==> src/rtl/fp_decode_stage.sv <==
// fp_decode_stage: decodes RISC-V F/D instructions at the input and queues
// the decoded records in a small circular FIFO. Output fields come straight
// from the queue head, so a downstream stall never re-decodes anything.
module fp_decode_stage #(
  parameter int RVD   = 1,
  parameter int DEPTH = 2
) (
  input  logic        clk_i,
  input  logic        rst_ni,
  input  logic        instr_valid_i,
  input  logic [31:0] instr_rdata_i,
  output logic        instr_ready_o,
  input  logic [2:0]  frm_i,
  input  logic        flush_i,
  output logic        out_valid_o,
  input  logic        out_ready_i,
  output logic [3:0]  op_o,
  output logic        op_mod_o,
  output logic [2:0]  src_fmt_o,
  output logic [2:0]  dst_fmt_o,
  output logic [2:0]  rnd_mode_o,
  output logic [4:0]  rs1_o,
  output logic [4:0]  rs2_o,
  output logic [4:0]  rs3_o,
  output logic [4:0]  rd_o,
  output logic        fp_we_o,
  output logic        int_we_o,
  output logic        load_o,
  output logic        store_o,
  output logic        illegal_o,
  output logic [15:0] illegal_cnt_o
);

  localparam int PW    = (DEPTH > 1) ? $clog2(DEPTH) : 1;
  localparam int CW    = PW + 1;
  localparam int REC_W = 39;
  localparam logic [PW-1:0] PTR_ONE  = PW'(1);
  localparam logic [CW-1:0] CNT_ONE  = CW'(1);
  localparam logic [CW-1:0] CNT_FULL = CW'(DEPTH);

  // Opcodes
  localparam logic [6:0] OPC_LOAD  = 7'b0000111;
  localparam logic [6:0] OPC_STORE = 7'b0100111;
  localparam logic [6:0] OPC_MADD  = 7'b1000011;
  localparam logic [6:0] OPC_MSUB  = 7'b1000111;
  localparam logic [6:0] OPC_NMSUB = 7'b1001011;
  localparam logic [6:0] OPC_NMADD = 7'b1001111;
  localparam logic [6:0] OPC_OPFP  = 7'b1010011;

  // fpnew operation / format / rounding encodings
  localparam logic [3:0] OP_FMADD = 4'd0,  OP_FNMSUB = 4'd1, OP_ADD  = 4'd2;
  localparam logic [3:0] OP_MUL   = 4'd3,  OP_DIV    = 4'd4, OP_SQRT = 4'd5;
  localparam logic [3:0] OP_SGNJ  = 4'd6,  OP_MINMAX = 4'd7, OP_CMP  = 4'd8;
  localparam logic [3:0] OP_CLASS = 4'd9,  OP_F2F    = 4'd10;
  localparam logic [3:0] OP_F2I   = 4'd11, OP_I2F    = 4'd12;
  localparam logic [2:0] FMT_FP32 = 3'd0, FMT_FP64 = 3'd1;
  localparam logic [2:0] RM_RUP   = 3'd3;

  localparam logic RVD_EN = (RVD != 0);

  logic [6:0] w_opc;
  logic [2:0] w_rm, w_rm_res, w_fmt;
  logic [4:0] w_f5, w_rs2;
  logic       w_fmt_ok, w_ok, w_uses_rm, w_to_int, w_is_ld, w_is_st, w_mod;
  logic [3:0] w_op;
  logic [2:0] w_src, w_dst, w_rnd;
  logic [REC_W-1:0] w_rec, w_head;
  logic       w_push, w_pop, w_head_illegal;

  logic [PW-1:0]    r_wr_ptr, r_rd_ptr;
  logic [CW-1:0]    r_count;
  logic [15:0]      r_illegal_cnt;
  logic [REC_W-1:0] r_mem [DEPTH];

  assign w_opc    = instr_rdata_i[6:0];
  assign w_rm     = instr_rdata_i[14:12];
  assign w_f5     = instr_rdata_i[31:27];
  assign w_rs2    = instr_rdata_i[24:20];
  assign w_rm_res = (w_rm == 3'b111) ? frm_i : w_rm;

  // Operand format: funct3 for loads/stores, fmt field for everything else
  always_comb begin
    w_fmt    = FMT_FP32;
    w_fmt_ok = 1'b0;
    if (w_opc == OPC_LOAD || w_opc == OPC_STORE) begin
      w_fmt    = {2'b00, w_rm[0]};
      w_fmt_ok = (w_rm == 3'b010) || (w_rm == 3'b011 && RVD_EN);
    end else begin
      w_fmt    = {1'b0, instr_rdata_i[26:25]};
      w_fmt_ok = (instr_rdata_i[26:25] == 2'b00) ||
                 (instr_rdata_i[26:25] == 2'b01 && RVD_EN);
    end
  end

  // Opcode/funct decode into operation, modifier and legality
  always_comb begin
    w_ok      = w_fmt_ok;
    w_uses_rm = 1'b0;
    w_to_int  = 1'b0;
    w_is_ld   = 1'b0;
    w_is_st   = 1'b0;
    w_op      = OP_FMADD;
    w_mod     = 1'b0;
    w_src     = w_fmt;
    w_dst     = w_fmt;
    w_rnd     = w_rm_res;
    case (w_opc)
      OPC_LOAD:  w_is_ld = 1'b1;
      OPC_STORE: w_is_st = 1'b1;
      OPC_MADD:  begin w_op = OP_FMADD;  w_uses_rm = 1'b1; end
      OPC_MSUB:  begin w_op = OP_FMADD;  w_mod = 1'b1; w_uses_rm = 1'b1; end
      OPC_NMSUB: begin w_op = OP_FNMSUB; w_uses_rm = 1'b1; end
      OPC_NMADD: begin w_op = OP_FNMSUB; w_mod = 1'b1; w_uses_rm = 1'b1; end
      OPC_OPFP: begin
        case (w_f5)
          5'b00000: begin w_op = OP_ADD; w_uses_rm = 1'b1; end
          5'b00001: begin w_op = OP_ADD; w_mod = 1'b1; w_uses_rm = 1'b1; end
          5'b00010: begin w_op = OP_MUL; w_uses_rm = 1'b1; end
          5'b00011: begin w_op = OP_DIV; w_uses_rm = 1'b1; end
          5'b01011: begin
            w_op = OP_SQRT; w_uses_rm = 1'b1;
            if (w_rs2 != 5'd0) w_ok = 1'b0;
          end
          5'b00100: begin
            w_op = OP_SGNJ;
            if (w_rm > 3'b010) w_ok = 1'b0;
          end
          5'b00101: begin
            w_op = OP_MINMAX;
            if (w_rm > 3'b001) w_ok = 1'b0;
          end
          5'b10100: begin
            w_op = OP_CMP; w_to_int = 1'b1;
            if (w_rm > 3'b010) w_ok = 1'b0;
          end
          5'b11000: begin
            w_op = OP_F2I; w_mod = w_rs2[0]; w_to_int = 1'b1; w_uses_rm = 1'b1;
            if (w_rs2[4:1] != 4'd0) w_ok = 1'b0;
          end
          5'b11010: begin
            w_op = OP_I2F; w_mod = w_rs2[0]; w_uses_rm = 1'b1;
            if (w_rs2[4:1] != 4'd0) w_ok = 1'b0;
          end
          5'b01000: begin
            // Conversion between FP formats: source format lives in rs2
            w_op = OP_F2F; w_uses_rm = 1'b1;
            w_src = {2'b00, w_rs2[0]};
            if (!RVD_EN || w_rs2[4:1] != 4'd0 || w_src == w_fmt) w_ok = 1'b0;
          end
          5'b11100: begin
            w_to_int = 1'b1;
            if (w_rs2 == 5'd0 && w_rm == 3'b000) begin
              w_op = OP_SGNJ; w_rnd = RM_RUP;
            end else if (w_rs2 == 5'd0 && w_rm == 3'b001) begin
              w_op = OP_CLASS;
            end else begin
              w_ok = 1'b0;
            end
          end
          5'b11110: begin
            w_op = OP_SGNJ; w_rnd = RM_RUP;
            if (w_rs2 != 5'd0 || w_rm != 3'b000) w_ok = 1'b0;
          end
          default: w_ok = 1'b0;
        endcase
      end
      default: w_ok = 1'b0;
    endcase
    if (w_uses_rm && w_rm_res[2] && (w_rm_res[1] || w_rm_res[0])) w_ok = 1'b0;
  end

  assign w_rec = {w_op, w_mod, w_src, w_dst, w_rnd,
                  instr_rdata_i[19:15], w_rs2, w_f5, instr_rdata_i[11:7],
                  w_ok && !w_is_st && !w_to_int,
                  w_ok && w_to_int,
                  w_ok && w_is_ld,
                  w_ok && w_is_st,
                  !w_ok};

  assign out_valid_o    = (r_count != '0);
  assign instr_ready_o  = (r_count != CNT_FULL);
  assign w_push         = instr_valid_i && instr_ready_o;
  assign w_pop          = out_valid_o && out_ready_i;
  assign w_head         = out_valid_o ? r_mem[r_rd_ptr] : '0;
  assign w_head_illegal = w_head[0];
  assign illegal_cnt_o  = r_illegal_cnt;

  assign {op_o, op_mod_o, src_fmt_o, dst_fmt_o, rnd_mode_o,
          rs1_o, rs2_o, rs3_o, rd_o,
          fp_we_o, int_we_o, load_o, store_o, illegal_o} = w_head;

  // Queue pointers, occupancy and popped-illegal counter
  always_ff @(posedge clk_i or negedge rst_ni) begin
    if (!rst_ni) begin
      r_wr_ptr      <= '0;
      r_rd_ptr      <= '0;
      r_count       <= '0;
      r_illegal_cnt <= '0;
    end else begin
      if (w_pop && w_head_illegal && r_illegal_cnt != 16'hFFFF)
        r_illegal_cnt <= r_illegal_cnt + 16'd1;
      if (flush_i) begin
        r_wr_ptr <= '0;
        r_rd_ptr <= '0;
        r_count  <= '0;
      end else begin
        if (w_push) r_wr_ptr <= r_wr_ptr + PTR_ONE;
        if (w_pop)  r_rd_ptr <= r_rd_ptr + PTR_ONE;
        case ({w_push, w_pop})
          2'b10:   r_count <= r_count + CNT_ONE;
          2'b01:   r_count <= r_count - CNT_ONE;
          default: r_count <= r_count;
        endcase
      end
    end
  end

  // Record storage; unread slots are masked at the output, so no reset needed
  always_ff @(posedge clk_i) begin
    if (w_push && !flush_i) r_mem[r_wr_ptr] <= w_rec;
  end

endmodule

==> config.mk <==
export PLATFORM = sky130hd
export DESIGN_NAME = fp_decode_stage
export DESIGN_NICKNAME = d
export VERILOG_FILES = /design/src/rtl/fp_decode_stage.sv
export SDC_FILE = /design/constraint.sdc
export NUM_CORES = 1
export LEC_CHECK = 0
export BUFFER_PORTS_ARGS = -buffer_cell sky130_fd_sc_hd__buf_2
export CORE_ASPECT_RATIO = 1.4
export CORE_UTILIZATION = 38
export DETAILED_ROUTE_END_ITERATION = 16
export PLACE_DENSITY = 0.64
export SLEW_MARGIN = 20
export SYNTH_ARGS = -nofsm -noshare
export SYNTH_HDL_FRONTEND = slang
export SYNTH_SLANG_ARGS = --single-unit
export TNS_END_PERCENT = 10
==> constraint.sdc <==
create_clock -name clk_i -period 9.35 [get_ports clk_i]
set_clock_uncertainty 0.15 [all_clocks]
set_input_delay 1.87 -clock clk_i [delete_from_list [all_inputs] [get_ports clk_i]]
set_output_delay 1.87 -clock clk_i [all_outputs]
set_load 0.01 [all_outputs]
==> impl_metrics.toml <==
[setup_path]
crit_fanout = 39
criticalPathCategory = "reg -> out"
r2r_cells = 6
critPathLaunch = "r_count[0]"
startpoint_type = "flip-flop"
crit_required_ns = 7.33
arrival_ns = 1.97
r2r_start = "r_rd_ptr"
end_kind = "primary output"

[floorplan]
die_w_microns = 92.3
io-pin-count = 97
dieHeight_microns = 128
start_util_pct = 39.5
num_rows = 45
core_area_sq_mm = 0.0110
dieArea_sq_mm = 0.0119

[status]
status = "finished clean"

[synth]
yosysWarnings = 0
yosysMostFrequentCell = "edfxtp_1"
synth_top_cell_by_area = "edfxtp_1"
syn_inst = 360
synth_area_leaders = "edfxtp_1, dfrtp_1, mux2i_1, nor2_1, nand2_1"
yosysUniqueCellTypes = 47
syn_area_per_cell_sq_um = 12.1
synthTopCellsByCount = "edfxtp_1, nor2_1, mux2i_1"
synth_top_flop_cell = "edfxtp_1"
ys_async_sr_fraction_pct = 21.3
synthesis.area_sq_mm = 0.00434
synth-seq-cells = 94
synth_edf_count = 74
ys_seq_area_share_pct = 62.7
synth_top_area_share_pct = 51.2

[pwr]
switching_share_pct = 25.2
p_switching_uw = 238
pwr-share-clk_pct = 35.1
seq_power_share_pct = 52.8
p_int_uw = 704
peakVddDrop_mv = 0.0756
p_leak_nw = 2.00
fin_total_pwr_uw = 941
pwr_density_cell_mw_per_mm2 = 180
comb_power_share_pct = 12.1

[clock_tree]
numCtsBuffers = 9
clockRootBuffer = "clkbuf_16"
ctsLongestPathBuffers = 2
clk_pin_slew_ns = 0.07
cts_tree = "done"
cts_setup_buffers = 0
clk_latency_ns = 0.34
cts_resized = 0
cts_sinks = 94
postCtsHoldBufs = 0
cts.htree.levels = 3

[cells_and_area]
seq_area_sq_mm = 0.00273
design_area_sq_mm = 0.00523
drive_gt1_share_pct = 26.7
antenna_cells = 0
nFillCells = 1017
nNetsFinal = 493
multiInputGateArea_sq_mm = 0.00155
fin_util_pct = 47.6
final_cells = 598
syn_to_final_growth_pct = 20.5

[sta]
final.setup.tns_ns = 0
hold_violations = 0
worst_slack_ns = 5.36
rsz0062_at_grt = "no"
finalMaxSlewViolations = 0
slew_headroom_pct = 39.1
finalSetupViolations = 0
worstMarginPinSlew_ns = 0.912
timing.hold.ws_ns = 0.350
period_share_pct = 42.7
max_freq_ghz = 0.250
finalWorstPathRequiredPeriod_ns = 3.99

[worst_hold_path]
min_path_type = "reg -> reg"
hold_depth = 1
min-delay-start = "illegal_cnt_o[15]"

[detailed_routing]
firstDrtPassIters = 4
drcViolationCount = 0
ant_nets = 0
wl_per_cell_microns = 15.4
vias_per_cell = 5.20
drt_iter0_drc = 101
vias = 3107
wl_mm = 9.24

[grt]
antenna_found_initial = 0
grt_pass1_vias = 3020
grt_remaining_overflow = 0
grt_max_degree = 40
grt_pass1_wl_mm = 14.7
grt_usage_pct = 16.4

[place]
place_inst = 582
dpl.hpwl_mm = 6.35
dpl_cell_area_sq_mm = 0.00496
gp_congestion = 0.888
dp_slack_ns = 5.13
portBuffers = 94

[run]
drv_cap = 0
cells in the final DEF (no fill, tap or decap), types with 2 or more instances in the layout:
master	n
a21oi_1	6
a221oi_1	2
a31oi_1	8
buf_2	94
buf_4	3
clkbuf_16	9
clkinv_1	2
clkinv_4	2
clkinvlp_4	2
conb_1	2
dfrtp_1	19
edfxtp_1	74
inv_1	4
mux2i_1	38
nand2_1	32
nand2b_1	4
nand3_1	7
nand3b_1	3
nand4_1	8
nor2_1	58
nor2_4	2
nor2b_1	4
nor3_1	9
nor4_1	6
o211a_1	2
o21ai_0	10
o22ai_1	2
or3_1	4
xnor2_1	13
xor2_1	5
flip-flops by register name, indices dropped and copies added (netlist names):
signal and count:
r_wr_ptr 1, illegal_cnt_o 16, r_count 2, r_rd_ptr 1
r_mem 74
worst paths after layout:
check                                     to  slack (ns)
setup / recovery                   illegal_o        5.36
setup reg to reg           illegal_cnt_o[14]        6.59
max in group asynchronous           r_rd_ptr        7.40
min in group asynchronous   illegal_cnt_o[2]        1.32
hold reg to reg            illegal_cnt_o[15]        0.35
hold / removal             illegal_cnt_o[15]        0.35
kinds of logic after synthesis:
logic type,count (synthesis),synth area share [%]
buffers and inverters,21,2.16
xor gates and xnor gates,18,3.63
muxes,40,9.37
and+or+nand+nor,148,16.3
AOI/OAI and AO/OA,37,5.45
DFF,94,62.7
adders and majority gates,1,0.288
other,1,0.0864
per-layer routing:
| layer | GRT usage (%) | wire [microns] |
|---|---|---|
| met1 | 19.0 | 3830 |
| met2 | 29.2 | 4780 |
| met3 | 3.55 | 467 |
| met4 | 6.80 | 159 |
| met5 | 0 | 0 |
critical path: stages, from the launching register on:
cell and delay [ns]:
dfrtp_1 0.45, nor2_4 0.74, nor2_1 0.23, buf_2 0.21
final cells by class:
cell class              count  area share (%)
flip-flops and latches     94            52.1
multi-input cells         246            29.6
repair buffers             97            9.42
clock buffers               9            4.31
well taps                 141            3.37
clock inverters             7           0.933
inverters                   4           0.287
power by group through the flow:
stage          registers [mW]  clock network (mW)  logic, mW
5_1_grt                 0.501               0.355      0.126
2_1_floorplan           0.501                   0     0.0690
4_1_cts                 0.497               0.341      0.115
3_3_place_gp            0.505                   0      0.113
6_report                0.497               0.331      0.114
3_5_place_dp            0.506                   0      0.115
No activity file was read; power rests on OpenSTA's default activity.
